## src/rtl/mul8b_pkg.sv

```systemverilog
// Shared definitions for the sequential 8x8 shift-and-add multiplier.
// Holds the FSM state encoding and the fixed datapath widths.
package mul8b_pkg;

    localparam int MUL_W  = 8;
    localparam int PROD_W = 16;
    localparam int STEPS  = 8;
    localparam int CNT_W  = 4;

    typedef enum logic [1:0] {
        IDLE = 2'b00,
        RUN  = 2'b01,
        DONE = 2'b10
    } state_e;

endpackage

```

## src/rtl/adder8b.sv

```systemverilog
// 8-bit ripple adder from the arithmetic library.
// Ports: A, B (8-bit addends), S (8-bit sum), Cout (carry out).
module adder8b (
    output logic [7:0] S,
    output logic       Cout,
    input  logic [7:0] A,
    input  logic [7:0] B
);

    assign {Cout, S} = {1'b0, A} + {1'b0, B};

endmodule

```

## src/rtl/mul8b_seq.sv

```systemverilog
// Sequential 8x8 unsigned shift-and-add multiplier, one step per clock.
// Ports: clk, rst (async high), start/A/B in; ready, busy, done, P (16-bit) out.
module mul8b_seq
    import mul8b_pkg::*;
(
    input  logic              clk,
    input  logic              rst,
    input  logic              start,
    input  logic [MUL_W-1:0]  A,
    input  logic [MUL_W-1:0]  B,
    output logic              ready,
    output logic              busy,
    output logic              done,
    output logic [PROD_W-1:0] P
);

    state_e             state_q;
    logic [MUL_W-1:0]   m_q;
    logic [MUL_W-1:0]   q_q;
    logic [MUL_W-1:0]   acc_q;
    logic [CNT_W-1:0]   cnt_q;
    logic [PROD_W-1:0]  p_q;

    logic [MUL_W-1:0]   addend_d;
    logic [MUL_W-1:0]   sum_d;
    logic               carry_d;
    logic [MUL_W-1:0]   acc_d;
    logic [MUL_W-1:0]   qn_d;

    // Partial product: add M only when the current multiplier bit is set.
    assign addend_d = q_q[0] ? m_q : '0;

    adder8b u_add (
        .S    (sum_d),
        .Cout (carry_d),
        .A    (acc_q),
        .B    (addend_d)
    );

    // Shift {C, S, Q} right by one; the carry lands in ACC[7].
    assign acc_d = {carry_d, sum_d[MUL_W-1:1]};
    assign qn_d  = {sum_d[0], q_q[MUL_W-1:1]};

    always_ff @(posedge clk or posedge rst) begin
        if (rst) begin
            state_q <= IDLE;
            m_q     <= '0;
            q_q     <= '0;
            acc_q   <= '0;
            cnt_q   <= '0;
            p_q     <= '0;
        end else begin
            unique case (state_q)
                IDLE: begin
                    if (start) begin
                        m_q     <= A;
                        q_q     <= B;
                        acc_q   <= '0;
                        cnt_q   <= '0;
                        state_q <= RUN;
                    end
                end
                RUN: begin
                    acc_q <= acc_d;
                    q_q   <= qn_d;
                    cnt_q <= cnt_q + 1'b1;
                    if (cnt_q == CNT_W'(STEPS - 1)) begin
                        p_q     <= {acc_d, qn_d};
                        state_q <= DONE;
                    end
                end
                DONE: begin
                    state_q <= IDLE;
                end
                default: begin
                    state_q <= IDLE;
                end
            endcase
        end
    end

    // Status decoded from the state register only, never from start.
    assign ready = (state_q == IDLE);
    assign busy  = (state_q == RUN);
    assign done  = (state_q == DONE);
    assign P     = p_q;

endmodule

```

## config.mk

```make
export PLATFORM = sky130hd
export DESIGN_NAME = mul8b_seq
export DESIGN_NICKNAME = d
export VERILOG_FILES = /design/src/rtl/mul8b_pkg.sv /design/src/rtl/adder8b.sv /design/src/rtl/mul8b_seq.sv
export SDC_FILE = /design/constraint.sdc
export NUM_CORES = 1
export LEC_CHECK = 0
export CAP_MARGIN = 20
export CORE_MARGIN = 5
export CORE_UTILIZATION = 30
export CTS_CLUSTER_DIAMETER = 50
export DETAILED_ROUTE_END_ITERATION = 10
export DONT_BUFFER_PORTS = 1
export PLACE_DENSITY_LB_ADDON = 0.08
export SLEW_MARGIN = 20
export SYNTH_ARGS = -nofsm -noshare
export SYNTH_HDL_FRONTEND = slang
export SYNTH_SLANG_ARGS = --single-unit
```

## constraint.sdc

```tcl
create_clock -name clk -period 3.58 [get_ports clk]
set_input_delay 0.716 -clock clk [delete_from_list [all_inputs] [get_ports clk]]
set_output_delay 0.716 -clock clk [all_outputs]
set_load 0.005 [all_outputs]
```

# Word level (Yosys, flattened, before mapping)
# Index checks and enable logic that the tools add are counted.
dict set report totals {
  ff_bits 46
  latch_bits 0
  ram_bits 0
  rom_bits 0
  inputBits 19
  out_inout_bits 19
  word_cells 29
  mem_count 0
}
dict set report classes {
  addsub 2
  n_mul 0
  div 0
  magnitude_cmp 0
  eq_ne 5
  n_shift 0
  mux 10
  n_bitwise 0
  reduce_logical 6
}
# cell n
set ops {}
lappend ops {{8-bit case mux with 2 select lines} 2}
lappend ops {{8-bit 2-to-1 mux} 3}
lappend ops {{8-bit by 8-bit adder with 9-bit output} 1}
lappend ops {{4-bit case mux with 2 select lines} 1}
lappend ops {{2-bit AND reduction} 4}
lappend ops {{4-bit by 1-bit adder with 4-bit output, second input constant} 1}
lappend ops {{4-bit by 3-bit equality test with 1-bit output, second input constant} 1}
lappend ops {{2-bit 2-to-1 mux} 2}
lappend ops {{4-bit 2-to-1 mux} 1}
lappend ops {{2-bit case mux with 2 select lines} 1}
lappend ops {{2-bit by 1-bit equality test with 1-bit output, second input constant} 1}
lappend ops {{2-bit equality test, second input constant} 1}
lappend ops {{2-bit zero test} 1}
lappend ops {{2-bit by 1-bit inequality test with 1-bit output, second input constant} 1}
lappend ops {{2-bit inequality test, second input constant} 1}
lappend ops {{2-bit nonzero test} 1}

# Logic depth before layout (Yosys ltp)
dict set report depth {
  word_depth 3
  mapped_depth 8
  mapped_depth_nobuf 7
}

# Hierarchy
# A second synthesis with hierarchy kept.
dict set report unflattened {
  cells_unflattened 217
  hier_area_um2 2270.9
}
# module n_inst cells_each area_each_um2 seq_area_each_um2
set by_module_without_submodules {}
lappend by_module_without_submodules {mul8b_seq 1 175 1946.9 1151.1}
lappend by_module_without_submodules {adder8b 1 42 324.1 0.0}

# Least setup slack after synthesis
# No wires, ideal clock.
dict set report synth_path {
  kind {reg-to-reg}
  startpoint {register q_q[0]}
  endpoint {register p_q[13], in the netlist P[13]}
  setup_time_ns 0.134
  arrival_ns 1.927
  required_ns 3.446
  setup_slack_ns 1.519
  stages_incl_launch_ff 8
  path_buffers 0
  period_less_slack_ns 2.061
  cell_sequence {dfrtp_1 and2_1 ha_1 fa_1 a211oi_1 o21bai_1 a211oi_1 o31ai_1}
}
dict set report synth_via {
  elab_chain_len 2
}
# element line_no
set synth_rtl {}
lappend synth_rtl {{start, declared} mul8b_seq.sv:19} ;# logic [MUL_W-1:0] q_q;
lappend synth_rtl {{start signal, assigned} mul8b_seq.sv:65} ;# q_q <= qn_d;
lappend synth_rtl {{8-bit 2-to-1 mux} mul8b_seq.sv:31} ;# assign addend_d = q_q[0] ? m_q : '0;
lappend synth_rtl {{8-bit by 8-bit adder with 9-bit output} adder8b.sv:10} ;# assign {Cout, S} = {1'b0, A} + {1'b0, B};
lappend synth_rtl {{end signal, assigned} mul8b_seq.sv:68} ;# p_q <= {acc_d, qn_d};
lappend synth_rtl {{end, declared} mul8b_seq.sv:22} ;# logic [PROD_W-1:0] p_q;
# Every way passes these cells.
# A chain may end at the register's enable or synchronous reset.

# Worst setup path after layout
# Ends and elaborated chain as after synthesis.

==> run metrics <==
CP Launch Type=flop; max-cap violation count=0; Pre-Repair DR Iteration Count=4; WS Path Type=reg -> reg; Setup-failing EPs final=0; actual slew at the worst max-slew pin=approximately 0.82 ns; Post-Syn Area=around 0.0022 sq mm; first-pass GRT wire length=about 8.0 mm; post-route ant nets=0; nature of the critical path endpoint=flop; Slew HR=between 40% and 50%; mean area per synthesized cell=just under 10 sq um; clock skew=0.0108 ns; Vias/cell=~4.7; asr flop ratio synth=between 90% and 100%; class of the worst hold path=in -> async; WL/cell=15.0 um; post-synthesis register bit count=46; core area=roughly 0.0072 sq mm; die area=0.00916 sq mm; Inserted Clock Buffers=5; status=completed; vias in the first global route=1,525; Pins Over Slew Limit=0; Fin Hold WS=slightly above 0.4 ns; GRT Overall Usage=between 10% and 20%; Ports=38; routability cong.=approximately 0.74; Syn. warnings=0; clk sinks=46; hold buffers post-CTS=0; initial antenna violation count=0; top_reg_cell synth=dfrtp_1; synthesized instance count=224; drt total wl=4.83 mm; Setup Fix Bufs, Post-CTS=0; sequential fraction of the synthesis area=about 52%; final hold vios=0; Max Fclk=441 MHz; # fillers=roughly 760; hpwl dp=3.36 mm; post_cts resized=0; root buf cell=clkbuf_8; crit path max fanout=9; die width=approximately 96 um; initial DRC count=61; syn nets=approximately 250; Synth cell types=38; Rows=31; Worst EP arrival=2.45 ns; H-tree depth=2; EDFF count, synth=0; Initial Utilization=a little under a third; RSZ-0062 raised after global routing=false; Vias=between 1.5k and 2k; Area Overhead vs Synth=9.20%; Nets=about 250; post-layout minimum cycle time=between 2 and 2.5 ns; leakage power=approximately 0.0011 uW; pwr dens=slightly above 1000 mW/mm^2; VDD IR max=0.000302 V; GRT overflow=0; clk_lat worst skew=roughly 0.30 ns; clock slew at reported path FFs=roughly 0.090 ns; largest net degree at the start of global routing=between 40 and 50; clk buf depth=2; total negative slack=0 ns; DRC viols=0; input/output buffers=0; Antenna Cells=0; Tcrit/Tclk final=a little over three fifths; Worst EP required=3.76 ns; CTS tree=yes; layout cells sized above 1=under 10%; Die Ht=about 96 um
## area by class of cell
type | count | area [sq um] | share of cell area, %
multi-input cells | 162 | 986 | 41.0
clock inverters | 2 | 37.5 | 1.56
repair buffers | 2 | 15.0 | 0.624
inverters | 5 | 20.0 | 0.832
well taps | 99 | 124 | 5.15
clock buffers | 6 | 72.6 | 3.02
flip-flops and latches | 46 | 1150 | 47.8
## stage by stage
step | setup slack (ns) | area (sq um) | std cells | util (%) | total power (uW)
final | 1.31 | 2410 | 322 | 33.4 | 2460
after global placement | 1.36 | 2290 | 314 | 31.8 | 2120
after floorplan | 1.52 | 2200 | 224 | - | 1830
after detailed placement | 1.25 | 2290 | 314 | 31.8 | 2110
after CTS | 1.27 | 2400 | 322 | 33.3 | 2510
after global routing | 1.13 | 2410 | 322 | 33.4 | 2720
## critical path, cell delays in order, from the launching register on
cell and delay (ns):
dfrtp_1 0.45, and2_1 0.20, ha_1 0.22, fa_1 0.42
a211oi_1 0.31, o21bai_1 0.11, a211oi_1 0.34, o31ai_1 0.10
## registers in the layout, indices dropped and copies added (netlist names)
name,flops
P,16
acc_q,8
m_q,8
q_q,8
cnt_q,4
state_q,2
## logic make-up after synthesis
logic type,share of synthesized area (%)
flops,52.2
mux,4.54
simple gates,19.6
compound gates,13.4
xor+xnor,1.19
buf+inv,3.01
fa+ha+maj,6.02
## layer usage
metal | part of all wire (%) | track usage (%) | vias up
met1 | 48 | 15.4 | 712
met3 | 6.5 | 3.75 | 5
li1 | - | - | 777
met4 | 1.3 | 3.91 | 0
met5 | 0 | 0 | -
met2 | 45 | 17.6 | 31
## power by group
group	internal, uW	switching (uW)	total [uW]	leakage [uW]
sequential	786	184	970	0.000550
combinational	463	641	1100	0.000482
clock	209	181	389	0.0000514
## cells in the mapped netlist, types with 4 or more instances
| cell type | count | area, sq um |
|---|---|---|
| and2_1 | 9 | 56.3 |
| inv_1 | 4 | 15.0 |
| dfrtp_1 | 46 | 1150 |
| a21oi_1 | 5 | 25.0 |
| nand2_1 | 42 | 158 |
| mux2_2 | 8 | 90.1 |
| buf_2 | 5 | 25.0 |
| nand3_1 | 13 | 65.1 |
| ha_1 | 9 | 113 |
| clkbuf_1 | 4 | 15.0 |
| nor2_1 | 19 | 71.3 |
| o22ai_1 | 7 | 43.8 |
| o21ai_0 | 16 | 80.1 |
## layout by cell type (no fill, tap or decap), types with 5 or more instances in the layout
| cell type | count |
|---|---|
| nor2_1 | 19 |
| mux2_2 | 8 |
| o21ai_0 | 16 |
| nand3_1 | 13 |
| dfrtp_1 | 46 |
| clkbuf_8 | 5 |
| and2_1 | 9 |
| ha_1 | 9 |
| o22ai_1 | 7 |
| a21oi_1 | 5 |
| nand2_1 | 42 |
## final timing paths
path | startpoint | endpoint | slack, ns | cells after the start
max | q_q[0] | P[13] | 1.31 | 7
min | rst | P[4] | 0.41 | 1
max reg2reg | q_q[0] | P[13] | 1.31 | 7
min reg2reg | cnt_q[3] | cnt_q[3] | 0.49 | 1
max in group asynchronous | rst | acc_q[7] | 2.66 | 1
min in group clk | cnt_q[3] | cnt_q[3] | 0.49 | 1
No activity file was read; power rests on OpenSTA's default activity.
